### src/rtl/seq_div64by32.sv
// Iterative restoring divider: 2*WIDTH-bit dividend / WIDTH-bit divisor.
// One quotient bit per clock, valid/ready on both the operand and result side.
//
// Handshake: an operand pair is accepted on a rising edge where in_valid and
// in_ready are both 1; a result is taken on a rising edge where out_valid and
// out_ready are both 1. Neither side may change its payload in a way the other
// side depends on while its valid is high and the transfer has not happened.
//
// Timing: the first BUSY cycle (cnt == 0) is a check cycle that decides
// overflow from the latched operands. An overflow result goes straight to
// DONE; otherwise cnt 1..WIDTH perform the WIDTH shift/subtract steps.
module seq_div64by32 #(
    parameter int WIDTH = 32
) (
    input  logic                 clk,
    input  logic                 rst_n,
    input  logic                 in_valid,
    output logic                 in_ready,
    input  logic [2*WIDTH-1:0]   dividend,
    input  logic [WIDTH-1:0]     divisor,
    output logic                 out_valid,
    input  logic                 out_ready,
    output logic [WIDTH-1:0]     quotient,
    output logic [WIDTH-1:0]     remainder,
    output logic                 div_zero,
    output logic                 ovf,
    output logic [1:0]           state_dbg
);

    localparam int CW = $clog2(WIDTH + 1);

    typedef enum logic [1:0] {
        IDLE = 2'd0,
        BUSY = 2'd1,
        DONE = 2'd2
    } state_t;

    state_t          state;
    state_t          state_nx;
    logic [CW-1:0]   cnt;
    logic [WIDTH:0]  p;
    logic [WIDTH-1:0] q;
    logic [WIDTH-1:0] d;

    logic            over;
    logic            check_cyc;
    logic            last_step;
    logic [WIDTH:0]  shifted;
    logic [WIDTH+1:0] diff;
    logic            take_bit;
    logic [WIDTH:0]  p_step;
    logic [WIDTH-1:0] q_step;

    assign in_ready  = (state == IDLE);
    assign out_valid = (state == DONE);
    assign state_dbg = state;

    // Quotient cannot fit in WIDTH bits when the upper half already reaches
    // the divisor; a zero divisor always lands here.
    assign over      = (p[WIDTH-1:0] >= d);
    assign check_cyc = (state == BUSY) && (cnt == '0);
    assign last_step = (state == BUSY) && (cnt == CW'(WIDTH));

    // One restoring step: shift {P,Q} left, trial-subtract D from the
    // WIDTH+1-bit partial remainder, keep the difference when non-negative.
    always_comb begin
        shifted  = {p[WIDTH-1:0], q[WIDTH-1]};
        diff     = {1'b0, shifted} - {2'b00, d};
        take_bit = ~diff[WIDTH+1];
        p_step   = take_bit ? diff[WIDTH:0] : shifted;
        q_step   = {q[WIDTH-2:0], take_bit};
    end

    // State register.
    always_ff @(posedge clk or negedge rst_n) begin
        if (!rst_n) begin
            state <= IDLE;
        end else begin
            state <= state_nx;
        end
    end

    // Next-state logic.
    always_comb begin
        state_nx = state;
        case (state)
            IDLE: if (in_valid) state_nx = BUSY;
            BUSY: begin
                if (check_cyc && over) state_nx = DONE;
                else if (last_step)    state_nx = DONE;
            end
            DONE: if (out_ready) state_nx = IDLE;
            default: state_nx = IDLE;
        endcase
    end

    // Datapath: operand capture, iteration and result registers.
    always_ff @(posedge clk or negedge rst_n) begin
        if (!rst_n) begin
            cnt       <= '0;
            p         <= '0;
            q         <= '0;
            d         <= '0;
            quotient  <= '0;
            remainder <= '0;
            div_zero  <= 1'b0;
            ovf       <= 1'b0;
        end else begin
            if (state == IDLE && in_valid) begin
                p   <= {1'b0, dividend[2*WIDTH-1:WIDTH]};
                q   <= dividend[WIDTH-1:0];
                d   <= divisor;
                cnt <= '0;
            end else if (state == BUSY) begin
                if (check_cyc) begin
                    if (over) begin
                        quotient  <= '1;
                        remainder <= '0;
                        ovf       <= 1'b1;
                        div_zero  <= (d == '0);
                    end else begin
                        cnt <= cnt + 1'b1;
                    end
                end else begin
                    p   <= p_step;
                    q   <= q_step;
                    cnt <= cnt + 1'b1;
                    if (last_step) begin
                        quotient  <= q_step;
                        remainder <= p_step[WIDTH-1:0];
                        ovf       <= 1'b0;
                        div_zero  <= 1'b0;
                    end
                end
            end
        end
    end

endmodule

### config.mk
export PLATFORM = sky130hd
export DESIGN_NAME = seq_div64by32
export DESIGN_NICKNAME = d
export VERILOG_FILES = /design/src/rtl/seq_div64by32.sv
export SDC_FILE = /design/constraint.sdc
export NUM_CORES = 1
export LEC_CHECK = 0
export ABC_CLOCK_PERIOD_IN_PS = 3000
export BUFFER_PORTS_ARGS = -buffer_cell sky130_fd_sc_hd__buf_2
export CAP_MARGIN = 20
export CELL_PAD_IN_SITES_DETAIL_PLACEMENT = 1
export CELL_PAD_IN_SITES_GLOBAL_PLACEMENT = 1
export CORE_ASPECT_RATIO = 1.75
export CORE_MARGIN = 1
export CORE_UTILIZATION = 29
export CTS_CLUSTER_SIZE = 10
export DETAILED_ROUTE_END_ITERATION = 12
export PLACE_DENSITY = 0.65
export SLEW_MARGIN = 20
export SYNTH_ARGS = -nofsm -noshare
export SYNTH_HDL_FRONTEND = slang
export SYNTH_SLANG_ARGS = --single-unit
### constraint.sdc
create_clock -name clk -period 3 [get_ports clk]
set_input_delay 0.6 -clock clk [delete_from_list [all_inputs] [get_ports clk]]
set_output_delay 0.6 -clock clk [all_outputs]
set_load 0.02 [all_outputs]
======== Word level (Yosys, flattened, before mapping) ========
Cells that the tools add are included.
storage, ports and cells
  register bits after elaboration ......... 170
  output and inout port bits .............. 70
  input bits .............................. 100
  word-level logic and storage cells ...... 63
cells by class
  bitwise gates (word level) .............. 2
  magnitude comparators ................... 1
  reduce and logical (&&, ||, !) cells .... 13
  eq/ne operators ......................... 9
  add/sub/neg operators ................... 2
  multiplexer cells ....................... 27
operators by type and width
  kind                   count
  $mux W32               13
  $sub A33 B32 Y34       1
  $ge A32 B32 Y1         1
  $logic_not A32 Y1      1
  $mux W6                4
  $mux W2                4
  $add A6 B1 Y6 const B  1
  $eq A6 B6 Y1 const B   1
  $logic_not A6 Y1       1
  $pmux W2 S3            1
  $mux W1                5
  $logic_and A1 B1 Y1    4
  $ne A2 B1 Y1 const B   2
  $ne A2 B2 Y1 const B   2
  $reduce_and A2 Y1      2
  $reduce_and A4 Y1      1
  $reduce_bool A2 Y1     2
  $ne A3 B2 Y1 const B   1
  $ne A3 B3 Y1 const B   1
  $reduce_and A3 Y1      1
  $eq A2 B1 Y1 const B   1
  $eq A2 B2 Y1 const B   1
  $logic_not A2 Y1       1
  $not A1 Y1             2

======== Longest topological paths before layout ========
  depth in word-level cells ............... 5
  mapped depth ............................ 14
  gate-level depth less buffers ........... 12

======== Least setup slack after synthesis ========
OpenSTA, ideal clock, no wires.
  path kind ............................... reg2reg
  start ................................... register p[6]
  end ..................................... register p[6]
  arrival time ............................ 2.709 ns
  buffers on the path ..................... 2
  period minus slack after synthesis ...... 2.827 ns
  data required time ...................... 2.882 ns
  library setup time ...................... 0.118 ns
  cell stages (with the launch flop) ...... 13
  path slack .............................. 0.173 ns
  path through ............................ dfrtp_1 > ha_1 > nand2_1 > o211a_1 > o31a_1 > a31oi_4 > a41oi_4 > o31ai_2 > buf_6 > buf_12 > mux2i_1 > a21oi_1 > a21o_1
on the way
  word-level cells in the longest chain between the ends .. 5
RTL lines
  what                    RTL line  RTL
  from (decl)             41        logic [WIDTH:0] p;
  from (signal assigned)  110       p <= {1'b0, dividend[2*WIDTH-1:WIDTH]};
  from (signal assigned)  125       p <= p_step;
  $sub A33 B32 Y34        68        diff = {1'b0, shifted} - {2'b00, d};
  $mux W32                70        p_step = take_bit ? diff[WIDTH:0] : shifted;
  $mux W32                115       if (check_cyc) begin
  $mux W32                114       end else if (state == BUSY) begin
  $mux W32                109       if (state == IDLE && in_valid) begin
No other way between the ends. The select of a mux whose other input is x is not followed.
A chain may end at the register's enable or synchronous reset.

======== Worst setup path in the final report ========
  start ................................... register d[8]
  end ..................................... register p[5]
on the way
  word-level cells in the longest chain between the ends .. 5
RTL lines
  what                    RTL line  RTL
  from (decl)             43        logic [WIDTH-1:0] d;
  from (signal assigned)  112       d <= divisor;
  $sub A33 B32 Y34        68
  $mux W32                70
  $mux W32                115
  $mux W32                114
  $mux W32                109
No other way between the ends. The select of a mux whose other input is x is not followed.

==> impl_results.md <==
* Post-Synth Simple-Gate Area at 15.7%
* CP max FO at 5
* Cells along the critical path: inv_1 > ha_4 > nand2_2 > o211a_1 > o31a_1 > a31oi_4 > a41oi_4 > o31ai_4 > buf_12 > clkbuf_16 > mux2i_2 > a21oi_1 > a21o_1
* Synth top area share at 43.2%
* Drt drc at 0
* Post-synth cell types at 61
* Initial antenna violation count at 2
* Nets at about 1500
* Die Footprint at 34700 µm²
* Max-slew violation count at 0
* Syn nets at 1287
* Clk buf depth at 2
* Minimum clock period at 3.12 ns
* CP max-delay cell: dfrtp_1
* Finish-stage setup viols at 25
* Kind of critical path: flop to flop
* First-pass GRT wire length at 56100 µm
* Share of cells above drive strength 1 at 28.5%
* Setup Skew at 0.0124 ns
* Final non-filler cell area at between 10000 and 15000 µm²
* Cell Area, Synth at 9850 µm²
* Status: finished, violations left
* Final Hold Fails at 0
* Post-synth top area cell: dfrtp_1
* Dominant cells by area after synthesis: dfrtp_1, ha_1, nand2_1, o21ai_0, a21oi_1
* WP data required at roughly 3.3 ns
* CTS tree: done
* Largest net degree at the start of global routing at 85
* Avg Inst Size Synth at 8.80 µm²
* Yosys warns at 0
* Ys flop type: dfrtp_1
* Commonest cells in the netlist: nand2_1, dfrtp_1, o21ai_0
* Post-synth EDFFs at 0
* Clk Latency, worst-skew pair at 0.45 ns
* Crit. End Element: flop
* DR vias at 9325
* Post-DP HPWL at between 20000 and 30000 µm
* Largest stage delay on the critical path at 0.38 ns
* CP Buf/Inv Count at 3
* Hold Worst Slack at 0.0748 ns
* Failing checks: negative setup slack
* H-tree depth at 4
* Synthesized instance count at 1120
* Fmax at 320 MHz
* Number of global-route vias before repair at 9966
* Hold crit path type: input pin to async pin
* Register area share after synthesis at 43.2%
* CP top delay family: compound AO/OA/AOI/OAI gates
* Placed inst area at 11800 µm²
* IO Pins at 170
* Startpoint Class: flop
* Adder-cell area share of the yosys netlist at 8.58%
* Worst Setup Slack, final at -0.124 ns
* DR vias/cell at 5.10
* Drt wl/cell at between 20 and 25 µm
* Initial DRC count at 241
* Final std cells w/o fill at 1827
* Post-synthesis xor/xnor area fraction at 2.49%
* Maxcap violations at 0
* DR pass1 iterations at 4
* Multiplexer area fraction after synthesis at under 10%
* Fillers at about 4000
* Initial core utilization at between 20% and 30%
* Post-place setup slack at -0.0638 ns
* Clk sinks at 170
* Port Buffers at 169
* Asr flop ratio synth at 100%
* Number of core rows at 89
* RSZ-0062 raised after global routing: true
* GPL Wtd Cong at 0.850
* Gr usage total at 21.3%
* Rel. slew slack at 32.7%
* Clk root buf: clkbuf_16
* WL final at 36700 µm
* Die height at 246 µm
* Main combinational cell family by area after synthesis: compound AO/OA/AOI/OAI gates
* Top-count cell post-synth: nand2_1
* Critical Path AT at approximately 3.5 ns
* Yosys reg bits at between 150 and 200
* Horiz. Die Dim at 141 µm
* Placed Cells at 1775
* CTS buffer count at 17
* Slew at the pin closest to its max-slew limit at between 1 and 1.5 ns
* Core ar. at 33600 µm²
* GRT overflow at 0
* Final Cycle Share at 104%
* Synth Area in Compound Gates at 22.7%
* Synthesis-to-layout area growth at 31.8%
* Number of routed nets with antenna violations at 0
* Clk pin slew, worst setup/hold paths at 0.06 ns
[path summary, 6_finish.rpt]
check,start,end,slack (ns),depth (start not counted)
hold reg to reg,div_zero,div_zero,0.49,2
min in group clk,divisor[21],d[21],0.37,3
setup reg to reg,d[8],p[5],-0.12,13
hold / removal,rst_n,p[6],0.07,1
max in group asynchronous,rst_n,q[20],2.18,2
setup / recovery,d[8],p[5],-0.12,13
[cell families (layout without fill, tap and decap cells)]
| family | count (synthesis) | count (layout) |
|---|---|---|
| other | 0 | 1 |
| DFF | 170 | 170 |
| buffers and inverters | 110 | 361 |
| xor gates and xnor gates | 28 | 28 |
| adders and majority gates | 67 | 67 |
| muxes | 22 | 22 |
| and+or+nand+nor | 358 | 358 |
| AOI/OAI and AO/OA | 365 | 365 |
[flip-flops by register name, summed over array words and instances, names as in the netlist, 2 cells and up]
name	count
p	32
remainder	32
q	32
state_dbg	2
d	32
quotient	32
cnt	6
[layer usage]
metal / up-vias / wire, µm / GRT usage (%)
li1: 4432 / - / -
met1: 4618 / 13900 / 22.5
met2: 205 / 19700 / 40.5
met3: 68 / 1460 / 4.11
met4: 2 / 1640 / 9.11
met5: - / 10 / 0
[stage by stage]
stage / setup TNS, ns / utilization, %
global route: -4.68 / 38.6
floorplan: 0 / -
global placement: 0 / 35.1
CTS: -0.00744 / 37.0
finish: -1.54 / 38.6
detailed placement: -0.178 / 35.1
[what timing repair did]
action	4_1_cts	5_1_grt
pin swaps	4	25
gates cloned	0	3
hold buffers	0	0
setup endpoints to repair	16	95
buffers inserted	1	17
resized for setup	8	68
[worst reg2reg max path, stage by stage, from the launching register on]
cell       delay (ns)
dfrtp_1          0.38
inv_1            0.10
ha_4             0.31
nand2_2          0.06
o211a_1          0.24
o31a_1           0.34
a31oi_4          0.18
a41oi_4          0.17
o31ai_4          0.38
buf_12           0.18
clkbuf_16        0.18
mux2i_2          0.23
a21oi_1          0.09
a21o_1           0.17
[placed cells by master, fill, tap and decap left out, drive strengths merged, types with 4 or more instances in the layout]
cell type  netlist  routed
a21o            38      38
nand2          210     210
xor2             4       4
nand2b           9       9
o21ai          132     132
clkbuf          58      21
bufinv           0       4
a21oi           74      74
o22ai           19      19
nor2b            7       7
o31ai            7       7
mux2i           22      22
dfrtp          170     170
nor2            70      70
nor3             7       7
ha              66      66
a211oi           7       7
xnor2           24      24
nor4            10      10
or3              4       4
nand3b           8       8
inv             45      46
a31oi           37      37
nand4           15      15
o21a             8       8
buf              7     284
or2              5       5
a22oi           16      16
[final cells by class]
cell class | count | area, µm² | area share (%)
antenna | 1 | 2.50 | 0.0193
sequential | 170 | 4250 | 32.7
clock buffer | 19 | 453 | 3.49
clock inverter | 11 | 170 | 1.31
timing repair buffer | 286 | 1860 | 14.4
multi-input combinational | 840 | 5510 | 42.4
inverter | 45 | 169 | 1.30
tap | 455 | 569 | 4.38
Power is left out: the tool's default activity adds up to more than one toggle a clock period on the data nets, which glitch-free logic cannot reach.
